## config.mk

```make
export PLATFORM = sky130hd
export DESIGN_NAME = sat_div_16
export DESIGN_NICKNAME = d
export VERILOG_FILES = /design/src/rtl/sat_div_16.sv
export SDC_FILE = /design/constraint.sdc
export NUM_CORES = 1
export LEC_CHECK = 0
export ABC_AREA = 0
export CAP_MARGIN = 20
export CORE_ASPECT_RATIO = 0.9
export CORE_MARGIN = 3
export CORE_UTILIZATION = 59
export CTS_BUF_LIST = sky130_fd_sc_hd__clkbuf_2 sky130_fd_sc_hd__clkbuf_4 sky130_fd_sc_hd__clkbuf_8
export CTS_CLUSTER_DIAMETER = 80
export DETAILED_ROUTE_END_ITERATION = 8
export PLACE_DENSITY = 0.83
export SYNTH_ARGS = -nofsm -noshare
export SYNTH_HDL_FRONTEND = slang
export SYNTH_SLANG_ARGS = --single-unit
```

## constraint.sdc

```tcl
create_clock -name clk -period 3 [get_ports clk]
set_clock_uncertainty 0.2 [all_clocks]
set_input_delay 0.3 -clock clk [delete_from_list [all_inputs] [get_ports clk]]
set_output_delay 0.3 -clock clk [all_outputs]
set_load 0.02 [all_outputs]
```

## src/rtl/sat_div_16.sv

```systemverilog
// sat_div_16 -- multi-cycle restoring divider, signed/unsigned, saturating.
// Flow: IDLE -> CALC (WIDTH steps) -> FIX -> IDLE; a zero divisor skips CALC.
// Optional build macro: DIV_SAT_EN. When defined, the signed MIN/-1 quotient
// saturates to MAX. When undefined, it wraps to MIN. ovfl is raised either way.
module sat_div_16 #(
  parameter int WIDTH = 16
) (
  input  logic             clk,
  input  logic             rst,
  input  logic             start,
  input  logic             is_signed,
  input  logic [WIDTH-1:0] A,
  input  logic [WIDTH-1:0] B,
  output logic             busy,
  output logic             done,
  output logic [WIDTH-1:0] quot,
  output logic [WIDTH-1:0] rem,
  output logic             ovfl,
  output logic             dz
);

  localparam int CW = $clog2(WIDTH + 1);
  localparam logic [WIDTH-1:0] MAXP = {1'b0, {(WIDTH-1){1'b1}}};
  localparam logic [WIDTH-1:0] MINN = {1'b1, {(WIDTH-1){1'b0}}};

  typedef enum logic [1:0] {S_IDLE, S_CALC, S_FIX} state_t;

  state_t           r_state;
  logic [CW-1:0]    r_cnt;
  logic [WIDTH-1:0] r_q;      // dividend magnitude, shifted out as quotient bits shift in
  logic [WIDTH-1:0] r_r;      // partial remainder (always < divisor, so WIDTH bits suffice)
  logic [WIDTH:0]   r_d;      // divisor magnitude; WIDTH+1 bits so |MIN| never wraps
  logic             r_asign;  // dividend negative -> remainder negated
  logic             r_qsign;  // operand signs differ -> quotient negated
  logic             r_sgn;
  logic             r_zero;
  logic             r_busy, r_done, r_ovfl, r_dz;
  logic [WIDTH-1:0] r_quot, r_rem;

  logic [WIDTH-1:0] w_a_mag, w_b_mag;
  logic [WIDTH:0]   w_rsh;
  logic             w_ge;
  logic [WIDTH-1:0] w_diff;
  logic             w_ov;

  // Magnitudes at accept; negating MIN yields 0x8000, which is correct as unsigned.
  assign w_a_mag = (is_signed && A[WIDTH-1]) ? -A : A;
  assign w_b_mag = (is_signed && B[WIDTH-1]) ? -B : B;

  // One restoring step: shift the next dividend bit into the remainder, then
  // trial-subtract. The compare is done on WIDTH+1 bits. The kept difference is
  // below the divisor, so only its low WIDTH bits are stored.
  assign w_rsh  = {r_r, r_q[WIDTH-1]};
  assign w_ge   = (w_rsh >= r_d);
  assign w_diff = w_rsh[WIDTH-1:0] - r_d[WIDTH-1:0];

  // Only signed MIN/-1 produces a positive magnitude with the top bit set.
  assign w_ov = r_sgn && !r_qsign && r_q[WIDTH-1];

  // Control FSM plus datapath; every output is registered.
  always_ff @(posedge clk) begin
    if (rst) begin
      r_state <= S_IDLE;
      r_cnt   <= '0;
      r_q     <= '0;
      r_r     <= '0;
      r_d     <= '0;
      r_asign <= 1'b0;
      r_qsign <= 1'b0;
      r_sgn   <= 1'b0;
      r_zero  <= 1'b0;
      r_busy  <= 1'b0;
      r_done  <= 1'b0;
      r_ovfl  <= 1'b0;
      r_dz    <= 1'b0;
      r_quot  <= '0;
      r_rem   <= '0;
    end else begin
      r_done <= 1'b0;
      case (r_state)
        S_IDLE: begin
          if (start) begin
            r_q     <= w_a_mag;
            r_r     <= '0;
            r_d     <= {1'b0, w_b_mag};
            r_asign <= is_signed & A[WIDTH-1];
            r_qsign <= is_signed & (A[WIDTH-1] ^ B[WIDTH-1]);
            r_sgn   <= is_signed;
            r_zero  <= (B == '0);
            r_cnt   <= CW'(WIDTH - 1);
            r_busy  <= 1'b1;
            r_state <= (B == '0) ? S_FIX : S_CALC;
          end
        end
        S_CALC: begin
          r_q <= {r_q[WIDTH-2:0], w_ge};
          r_r <= w_ge ? w_diff : w_rsh[WIDTH-1:0];
          if (r_cnt == '0) r_state <= S_FIX;
          else             r_cnt   <= r_cnt - 1'b1;
        end
        S_FIX: begin
          r_done  <= 1'b1;
          r_busy  <= 1'b0;
          r_state <= S_IDLE;
          if (r_zero) begin
            // r_q still holds |A|; re-applying the sign gives back A.
            r_dz   <= 1'b1;
            r_ovfl <= 1'b0;
            r_quot <= r_sgn ? (r_asign ? MINN : MAXP) : {WIDTH{1'b1}};
            r_rem  <= r_asign ? -r_q : r_q;
          end else if (w_ov) begin
            r_dz   <= 1'b0;
            r_ovfl <= 1'b1;
`ifdef DIV_SAT_EN
            r_quot <= MAXP;
`else
            r_quot <= MINN;
`endif
            r_rem  <= '0;
          end else begin
            r_dz   <= 1'b0;
            r_ovfl <= 1'b0;
            r_quot <= r_qsign ? -r_q : r_q;
            r_rem  <= r_asign ? -r_r : r_r;
          end
        end
        default: r_state <= S_IDLE;
      endcase
    end
  end

  assign busy = r_busy;
  assign done = r_done;
  assign quot = r_quot;
  assign rem  = r_rem;
  assign ovfl = r_ovfl;
  assign dz   = r_dz;

endmodule

```

==> results of run 1 <==
==> power groups by stage <==
stage / registers (mW) / clock network, mW / logic [mW]
final: 1.48 / 0.950 / 1.51
after CTS: 1.48 / 0.962 / 1.47
after global placement: 1.50 / 0 / 1.40
after floorplan: 1.49 / 0 / 1.02
after detailed placement: 1.51 / 0 / 1.45
after global routing: 1.50 / 1.01 / 1.64
==> layer usage <==
layer  up-vias  track usage
li1       3004            -
met1      2908        0.411
met2       298        0.464
met4         0       0.0922
met5         -            0
met3        42       0.0529
==> worst paths after layout <==
| kind | from | end | slack, ns |
|---|---|---|---|
| hold reg to reg | dz$_SDFFE_PP0P_ | dz$_SDFFE_PP0P_ | 0.26 |
| setup / recovery | r_q[15]$_SDFFE_PP0P_ | r_r[12]$_SDFFE_PP0P_ | 0.20 |
| setup reg to reg | r_q[15]$_SDFFE_PP0P_ | r_r[12]$_SDFFE_PP0P_ | 0.20 |
| hold / removal | dz$_SDFFE_PP0P_ | dz$_SDFFE_PP0P_ | 0.26 |
==> sequential cells by signal, summed over array words and instances, names as in the netlist <==
name and count:
busy 1, done 1, dz 1, ovfl 1, quot 16, r_asign 1, r_cnt 5, r_d 16
r_q 16, r_qsign 1, r_r 16, r_sgn 1, r_state 2, r_zero 1, rem 16
==> synthesized netlist by cell type (all sizes together), types with 2 or more instances <==
library cell / n / share of area
o311ai: 2 / 0.0028
o21ai: 30 / 0.024
nor3b: 3 / 0.0036
and2: 7 / 0.0071
o221ai: 5 / 0.0071
nand2b: 7 / 0.0071
o21a: 3 / 0.0036
nor2: 96 / 0.058
o31ai: 16 / 0.019
xnor2: 61 / 0.086
a211oi: 16 / 0.019
xor2: 19 / 0.027
a221oi: 21 / 0.031
o21bai: 6 / 0.0073
a311oi: 3 / 0.0042
dfxtp: 95 / 0.31
nor2b: 5 / 0.0051
buf: 9 / 0.0071
o211ai: 9 / 0.011
or2: 3 / 0.0030
nor3: 41 / 0.033
ha: 22 / 0.044
nor4: 5 / 0.0061
o221a: 5 / 0.0091
a211o: 3 / 0.0042
o41ai: 8 / 0.016
a21o: 6 / 0.0073
inv: 33 / 0.020
and3: 2 / 0.0020
or4: 4 / 0.0055
nand3b: 2 / 0.0024
clkbuf: 54 / 0.033
a21oi: 69 / 0.056
nand4: 9 / 0.0091
a22oi: 5 / 0.0061
nand2: 67 / 0.041
or3: 11 / 0.011
nand3: 21 / 0.017
a32o: 2 / 0.0032
a31oi: 5 / 0.0051
a41oi: 5 / 0.0071
==> logic make-up after synthesis <==
| family | count (synthesis) |
|---|---|
| AND/OR/NAND/NOR | 285 |
| multiplexers | 2 |
| adder cells (fa/ha/maj) | 23 |
| AO/OA/AOI/OAI | 227 |
| XOR/XNOR | 80 |
| buffers and inverters | 96 |
| flip-flops | 95 |
==> area by class of cell <==
type / count / area (um^2)
multi-input combinational: 617 / 3930
fill: 769 / 2660
sequential: 95 / 1900
timing repair buffer: 103 / 956
tap: 126 / 158
clock buffer: 11 / 145
inverter: 33 / 124
clock inverter: 5 / 81.3
==> through the flow <==
stage	total power [mW]	instance area, um^2	worst slack (ns)	hold slack (ns)
floorplan	2.51	6190	0.426	0.232
global placement	2.90	7040	0.154	0.239
detailed placement	2.96	7040	0.0168	0.249
CTS	3.91	7280	0.138	0.261
global route	4.15	7300	0.0696	0.284
finish	3.94	7300	0.202	0.259
==> worst register-to-register path, stage by stage, from the launching register on <==
cell and delay [ns]:
dfxtp_1 0.33, inv_1 0.09, ha_1 0.18, inv_1 0.06, fa_1 0.39, a21o_1 0.23
a221oi_2 0.38, nor2_1 0.14, a221o_1 0.32, a2111o_1 0.35, nand3_1 0.08
==> timing repair <==
item,in CTS,in global routing
resized for setup,0,1
endpoints found under the setup margin,0,2
hold buffers,1,0
endpoints found under the hold margin,1,0
setup buffers,0,0
==> flow_metrics.env, run 1 <==
export IMPL_cp_end_kind="flop"
export IMPL_synthAdderAreaFrac=0.0477
export IMPL_final_cells=990
export IMPL_drv_slew=0
export IMPL_ys_async_sr_fraction=0
export IMPL_route_vias_total=6252
export IMPL_p_int_mw=2.47
export IMPL_wl_met1_um=7710
export IMPL_syn_inst=808
export IMPL_final_common_cell="nor2_1"
export IMPL_required_ns=3.11
export IMPL_grt_usage=0.293
export IMPL_die_h_um=103
export IMPL_clk_path_buf_depth=2
export IMPL_switching_share=0.372
export IMPL_drt_wl_total_um=17200
export IMPL_wire_per_inst_um=17.4
export IMPL_drc=0
export IMPL_grt_max_degree=43
export IMPL_first_iter_violations=537
export IMPL_path_depth=10
export IMPL_muxShareOfSynthArea=0.00344
export IMPL_clkLatencyLatePin_ns=0.37
export IMPL_start_util=0.622
export IMPL_fin_util=0.733
export IMPL_yosys_warnings=0
export IMPL_cts_tree="yes"
export IMPL_cp_cell_sequence="inv_1, ha_1, inv_1, fa_1, a21o_1, a221oi_2, nor2_1, a221o_1, a2111o_1, nand3_1"
export IMPL_path_class="reg2reg"
export IMPL_synthSimpleGateAreaFrac=0.214
export IMPL_grt_pass1_wl_um=28200
export IMPL_path_max_fanout=3
export IMPL_ys_ff_latch=95
export IMPL_min_period_ns=2.80
export IMPL_wl_met2_um=7640
export IMPL_crit_path_start_kind="flop"
export IMPL_drive_above_1_share=0.0775
export IMPL_setup_tns_ns=0
export IMPL_seqPwrFrac=0.376
export IMPL_yosys_most_used_dff="dfxtp_1"
export IMPL_die_area_um2=11800
export IMPL_htreeDepth=3
export IMPL_cellPowerDensity_nw_per_um2=540
export IMPL_syn_avg_cell_area_um2=7.66
export IMPL_areaGrowthSynthToFinish_pct=17.8
export IMPL_synth_top_family_by_area="compound AO/OA/AOI/OAI gates"
export IMPL_cp_data_arrival_time_ns=2.91
export IMPL_antenna_found_initial=0
export IMPL_min_period_over_period=0.933
export IMPL_drv_cap=0
export IMPL_dpl_hpwl_um=12700
export IMPL_r2r_cells=10
export IMPL_diodes=0
export IMPL_nets=918
export IMPL_die_w_um=114
export IMPL_dp_cells=972
export IMPL_holdCritPathClass="reg2reg"
export IMPL_vias_per_cell=6.32
export IMPL_p_clk_frac=0.241
export IMPL_p_leak_nw=2.75
export IMPL_core_area_um2=9950
export IMPL_fp_row_count=34
export IMPL_cts_inserted_buffers=9
export IMPL_clock_sinks=95
export IMPL_cp_common_cell="inv_1"
export IMPL_most_common_layout_cells="nor2_1 (96), dfxtp_1 (95), clkdlybuf4s50_1 (70)"
export IMPL_switchingPower_mw=1.47
export IMPL_port_buffers=71
export IMPL_num_io_pins=72
export IMPL_synthesis_area_um2=6190
export IMPL_grt_overflow_total=0
export IMPL_crit_family="compound AO/OA/AOI/OAI gates"
export IMPL_synthXorXnorAreaFrac=0.113
export IMPL_synth_compound_area_frac=0.255
export IMPL_max_stage_delay_ns=0.39
export IMPL_place_congestion=0.996
export IMPL_min_path_cells=2
export IMPL_grt_pass1_vias=5719
export IMPL_synth_edff_count=0
export IMPL_cts_clk_slew_worst_paths_ns=0.09
export IMPL_antenna_left=0
export IMPL_rsz0062_at_grt="false"
export IMPL_route_top_layer_used="met4"
export IMPL_setup_violations=0
export IMPL_seq_area_frac_synth=0.307
export IMPL_synth_nets=867
export IMPL_first_pass_iters=6
export IMPL_worst_pin_slew_ns=0.876
export IMPL_peakVddDrop_uv=509
export IMPL_ys_types=61
export IMPL_met3WireLength_um=1500
export IMPL_combPwrFrac=0.383
export IMPL_slew_headroom=0.415
export IMPL_cts_root_buf="clkbuf_8"
export IMPL_status="completed"
export IMPL_hold_violations=0
export IMPL_slowest_stage="fa_1"
export IMPL_max_freq_mhz=357
export IMPL_cp_num_buf_inv=2
Power figures use the tool's default switching activity.
==> inputs of run 2 (changes only) <==
--- a/config.mk
+++ b/config.mk
@@ -8,10 +8,9 @@
 export ABC_AREA = 0
 export CAP_MARGIN = 20
 export CORE_ASPECT_RATIO = 0.9
-export CORE_MARGIN = 3
 export CORE_UTILIZATION = 59
 export CTS_BUF_LIST = sky130_fd_sc_hd__clkbuf_2 sky130_fd_sc_hd__clkbuf_4 sky130_fd_sc_hd__clkbuf_8
-export CTS_CLUSTER_DIAMETER = 80
+export CTS_CLUSTER_DIAMETER = 120
 export DETAILED_ROUTE_END_ITERATION = 8
 export PLACE_DENSITY = 0.83
 export SYNTH_ARGS = -nofsm -noshare
==> flow_metrics.env, run 2 (synthesis gave the netlist of run 1 again) <==
export IMPL_holdCritPathClass="in2reg"
export IMPL_p_leak_nw=2.70
export IMPL_min_period_over_period=0.929
export IMPL_max_stage_delay_ns=0.55
export IMPL_min_period_ns=2.79
export IMPL_drive_above_1_share=0.0712
export IMPL_first_pass_iters=7
export IMPL_final_common_cell="nor2_1"
export IMPL_grt_pass1_vias=5780
export IMPL_required_ns=3.06
export IMPL_die_w_um=110
export IMPL_fin_util=0.707
export IMPL_antenna_found_initial=0
export IMPL_setup_tns_ns=0
export IMPL_die_h_um=99.2
export IMPL_clk_path_buf_depth=2
export IMPL_place_congestion=0.902
export IMPL_path_class="reg2reg"
export IMPL_areaGrowthSynthToFinish_pct=16.6
export IMPL_most_common_layout_cells="nor2_1 (96), dfxtp_1 (95), clkdlybuf4s50_1 (70)"
export IMPL_fp_row_count=35
export IMPL_grt_usage=0.325
export IMPL_postCtsHoldBufs=0
export IMPL_start_util=0.607
export IMPL_cp_end_kind="flop"
export IMPL_cellPowerDensity_nw_per_um2=533
export IMPL_grt_pass1_wl_um=28000
export IMPL_max_freq_mhz=359
export IMPL_route_top_layer_used="met4"
export IMPL_nets=911
export IMPL_fin_ws_ns=0.212
export IMPL_slew_headroom=0.439
export IMPL_die_area_um2=10900
export IMPL_num_io_pins=72
export IMPL_cts_inserted_buffers=9
export IMPL_route_vias_total=6252
export IMPL_peakVddDrop_uv=470
export IMPL_dpl_hpwl_um=12600
export IMPL_drv_cap=0
export IMPL_seqPwrFrac=0.388
export IMPL_switchingPower_mw=1.46
export IMPL_status="completed"
export IMPL_cp_cell_sequence="ha_1, nand2b_1, a211oi_1, buf_4, o21ai_0, a21bo_2, a221oi_1, a211o_1"
export IMPL_place_area_um2=7010
export IMPL_drv_slew=0
export IMPL_wire_per_inst_um=17.2
export IMPL_first_iter_violations=526
export IMPL_power_total_mw=3.85
export IMPL_pre_cts_ws_ns=0.100
export IMPL_wl_met1_um=7510
export IMPL_cts_clk_slew_worst_paths_ns=0.09
export IMPL_postLayoutCellArea_um2=7220
export IMPL_antenna_left=0
export IMPL_crit_path_start_kind="flop"
export IMPL_cts_tree="yes"
export IMPL_cp_data_arrival_time_ns=2.85
export IMPL_cts_root_buf="clkbuf_8"
export IMPL_worst_pin_slew_ns=0.840
export IMPL_switching_share=0.380
export IMPL_wl_met2_um=7730
export IMPL_postCtsSetupBuffers=0
export IMPL_core_area_um2=10200
export IMPL_clkLatencyLatePin_ns=0.38
export IMPL_path_max_fanout=17
export IMPL_drt_wl_total_um=17000
export IMPL_cts_resized_gates=0
export IMPL_diodes=0
export IMPL_vias_per_cell=6.34
export IMPL_p_clk_frac=0.229
export IMPL_p_int_mw=2.38
export IMPL_grt_overflow_total=0
export IMPL_htreeDepth=3
export IMPL_slowest_stage="dfxtp_1"
export IMPL_met3WireLength_um=1450
export IMPL_rsz0062_at_grt="false"
export IMPL_setup_violations=0
export IMPL_grt_max_degree=75
export IMPL_combPwrFrac=0.383
export IMPL_drc=0
export IMPL_port_buffers=71
export IMPL_clock_sinks=95
export IMPL_hold_violations=0
run 2: critical path: cells and delay by family, from the launching register on:
kind	cells	cell delay, ns
adder cells (fa/ha/maj)	1	0.32
flip-flops	1	0.55
AND/OR/NAND/NOR	1	0.11
buffers and inverters	1	0.15
AO/OA/AOI/OAI	5	1.36
run 2: layout make-up:
class,count,area [um^2]
Clock buffer,10,138
Clock inverter,6,68.8
Fill cell,841,2990
Inverter,33,124
Multi-Input combinational cell,617,3930
Sequential cell,95,1900
Tap cell,129,161
Timing Repair Buffer,96,893
run 2: metrics by stage:
step,std cells,hold WS [ns]
6_report,986,0.0775
5_1_grt,986,0.0844
4_1_cts,986,0.0616
3_5_place_dp,970,0.246
3_3_place_gp,970,0.241
2_1_floorplan,808,0.232
run 2: power groups by stage:
stage                     registers (mW)  logic (mW)  clock network [mW]
after global routing                1.50        1.62               0.936
after CTS                           1.49        1.44               0.888
after detailed placement            1.52        1.44                   0
after floorplan                     1.49        1.02                   0
after global placement              1.51        1.40                   0
final                               1.49        1.48               0.880
run 2: path summary, 6_finish.rpt:
kind	start	to	slack [ns]	cells after the start
min	rst	rem[7]$_SDFFE_PP0P_	0.08	2
max reg2reg	r_r[0]$_SDFFE_PP0P_	r_r[7]$_SDFFE_PP0P_	0.21	8
max	r_r[0]$_SDFFE_PP0P_	r_r[7]$_SDFFE_PP0P_	0.21	8
min reg2reg	quot[15]$_SDFFE_PP0P_	quot[15]$_SDFFE_PP0P_	0.26	2
run 2: routing by layer:
layer  GRT usage  vias to the layer above
li1            -                     2981
met1       0.456                     2935
met2       0.506                      303
met3      0.0583                       33
met4      0.0954                        0
met5           0                        -
==> inputs of run 3 (changes only) <==
--- a/config.mk
+++ b/config.mk
@@ -8,11 +8,11 @@
 export ABC_AREA = 0
 export CAP_MARGIN = 20
 export CORE_ASPECT_RATIO = 0.9
-export CORE_UTILIZATION = 59
+export CORE_UTILIZATION = 63
 export CTS_BUF_LIST = sky130_fd_sc_hd__clkbuf_2 sky130_fd_sc_hd__clkbuf_4 sky130_fd_sc_hd__clkbuf_8
 export CTS_CLUSTER_DIAMETER = 120
 export DETAILED_ROUTE_END_ITERATION = 8
-export PLACE_DENSITY = 0.83
+export PLACE_DENSITY = 0.88
 export SYNTH_ARGS = -nofsm -noshare
 export SYNTH_HDL_FRONTEND = slang
 export SYNTH_SLANG_ARGS = --single-unit
==> constraint.sdc (replaced) <==
create_clock -name clk -period 3.6 [get_ports clk]
set_clock_uncertainty 0.2 [all_clocks]
set_input_delay 0.36 -clock clk [delete_from_list [all_inputs] [get_ports clk]]
set_output_delay 0.36 -clock clk [all_outputs]
set_load 0.02 [all_outputs]
==> flow_metrics.env, run 3 (synthesis gave the netlist of run 1 again) <==
export IMPL_status="completed"
export IMPL_die_w_um=107
export IMPL_antenna_found_initial=0
export IMPL_antenna_left=0
export IMPL_drive_above_1_share=0.0523
export IMPL_final_common_cell="nor2_1"
export IMPL_peakVddDrop_uv=299
export IMPL_switching_share=0.376
export IMPL_grt_usage=0.332
export IMPL_setup_tns_ns=0
export IMPL_drv_cap=0
export IMPL_min_period_over_period=0.838
export IMPL_drv_slew=0
export IMPL_slowest_stage="dfxtp_1"
export IMPL_holdCritPathClass="reg2reg"
export IMPL_rsz0062_at_grt="false"
export IMPL_route_vias_total=6205
export IMPL_setup_violations=0
export IMPL_n_fill_cell=732
export IMPL_cp_end_kind="flop"
export IMPL_diodes=0
export IMPL_most_common_layout_cells="nor2_1 (96), dfxtp_1 (95), clkdlybuf4s50_1 (70)"
export IMPL_dpl_hpwl_um=12100
export IMPL_pre_cts_ws_ns=0.565
export IMPL_postCtsHoldBufs=0
export IMPL_hold_slack_ns=0.253
export IMPL_fp_row_count=33
export IMPL_hold_violations=0
export IMPL_clk_path_buf_depth=2
export IMPL_core_area_um2=9330
export IMPL_multi_input_area_um2=3930
export IMPL_power_total_mw=3.16
export IMPL_htreeDepth=3
export IMPL_p_clk_frac=0.229
export IMPL_vias_per_cell=6.44
export IMPL_cts_tree="yes"
export IMPL_first_iter_violations=593
export IMPL_clkLatencyLatePin_ns=0.35
export IMPL_regArea_um2=1900
export IMPL_first_pass_iters=5
export IMPL_path_class="reg2reg"
export IMPL_areaGrowthSynthToFinish_pct=14.4
export IMPL_clock_sinks=95
export IMPL_cp_common_cell="nor2_1"
export IMPL_worst_pin_slew_ns=1.06
export IMPL_wire_per_inst_um=17.3
export IMPL_p_int_mw=1.97
export IMPL_grt_pass1_wl_um=27200
export IMPL_place_congestion=0.964
export IMPL_nets=896
export IMPL_required_ns=3.61
export IMPL_cts_inserted_buffers=9
export IMPL_max_freq_mhz=331
export IMPL_min_period_ns=3.02
export IMPL_port_buffers=71
export IMPL_crit_path_start_kind="flop"
export IMPL_switchingPower_mw=1.19
export IMPL_path_max_fanout=9
export IMPL_slew_headroom=0.291
export IMPL_cp_data_arrival_time_ns=3.03
export IMPL_place_area_um2=6880
export IMPL_p_leak_nw=2.62
export IMPL_fin_ws_ns=0.582
export IMPL_drc=0
export IMPL_drt_wl_total_um=16700
export IMPL_grt_overflow_total=0
export IMPL_start_util=0.664
export IMPL_cts_resized_gates=0
export IMPL_seqPwrFrac=0.400
export IMPL_die_area_um2=10200
export IMPL_die_h_um=96.1
export IMPL_grt_max_degree=80
export IMPL_grt_pass1_vias=5568
export IMPL_cellPowerDensity_nw_per_um2=445
export IMPL_num_io_pins=72
export IMPL_cts_clk_slew_worst_paths_ns=0.08
export IMPL_cts_root_buf="clkbuf_8"
export IMPL_combPwrFrac=0.371
export IMPL_postCtsSetupBuffers=0
export IMPL_postLayoutCellArea_um2=7090
export IMPL_cp_cell_sequence="ha_1, a21oi_1, o21ai_0, nor2_1, a21boi_1, buf_4, nor2_1, o211ai_1"
export IMPL_max_stage_delay_ns=0.50
## run 3: changes by cell type in the layout (fill, tap and decap cells not counted)
cell / before / now
inv_6: 1 / 0
a221oi_1: 19 / 20
buf_4: 25 / 10
clkbuf_8: 10 / 11
a221oi_2: 2 / 1
clkbuf_4: 0 / 1
clkinv_4: 2 / 0
## run 3: through the flow
step | util | cells
after floorplan | - | 808
after global placement | 0.738 | 948
after detailed placement | 0.738 | 948
after CTS | 0.759 | 963
after global routing | 0.759 | 963
final | 0.759 | 963
## run 3: power by group through the flow
stage               sequential (mW)  combinational (mW)  clock, mW
floorplan                      1.24               0.851          0
global placement               1.27                1.10          0
detailed placement             1.28                1.13          0
CTS                            1.26                1.14      0.727
global route                   1.27                1.27      0.769
finish                         1.26                1.17      0.724
## run 3: critical path, delay by kind of cell (launching register included)
family | cells | cell delay (ns)
buffers and inverters | 1 | 0.21
AND/OR/NAND/NOR | 2 | 0.74
AO/OA/AOI/OAI | 4 | 0.87
adder cells (fa/ha/maj) | 1 | 0.35
flip-flops | 1 | 0.50
## run 3: worst paths after layout
path                         startpoint                    end  slack [ns]  cells past startpoint
setup reg to reg    r_r[5]$_SDFFE_PP0P_    r_r[4]$_SDFFE_PP0P_        0.58                      8
hold reg to reg   quot[15]$_SDFFE_PP0P_  quot[15]$_SDFFE_PP0P_        0.25                      2
setup / recovery    r_r[5]$_SDFFE_PP0P_    r_r[4]$_SDFFE_PP0P_        0.58                      8
hold / removal    quot[15]$_SDFFE_PP0P_  quot[15]$_SDFFE_PP0P_        0.25                      2
## run 3: layer usage
metal,vias to the layer above,GRT usage,wire length [um]
li1,2960,-,-
met1,2883,0.465,7490
met2,332,0.539,7530
met3,30,0.0487,1430
met4,0,0.0822,232
met5,-,0,0
## run 3: layout make-up
type	count	area share
Multi-Input combinational cell	617	0.554
Sequential cell	95	0.268
Timing Repair Buffer	81	0.110
Clock buffer	12	0.0224
Tap cell	122	0.0215
Inverter	33	0.0175
Clock inverter	3	0.00600
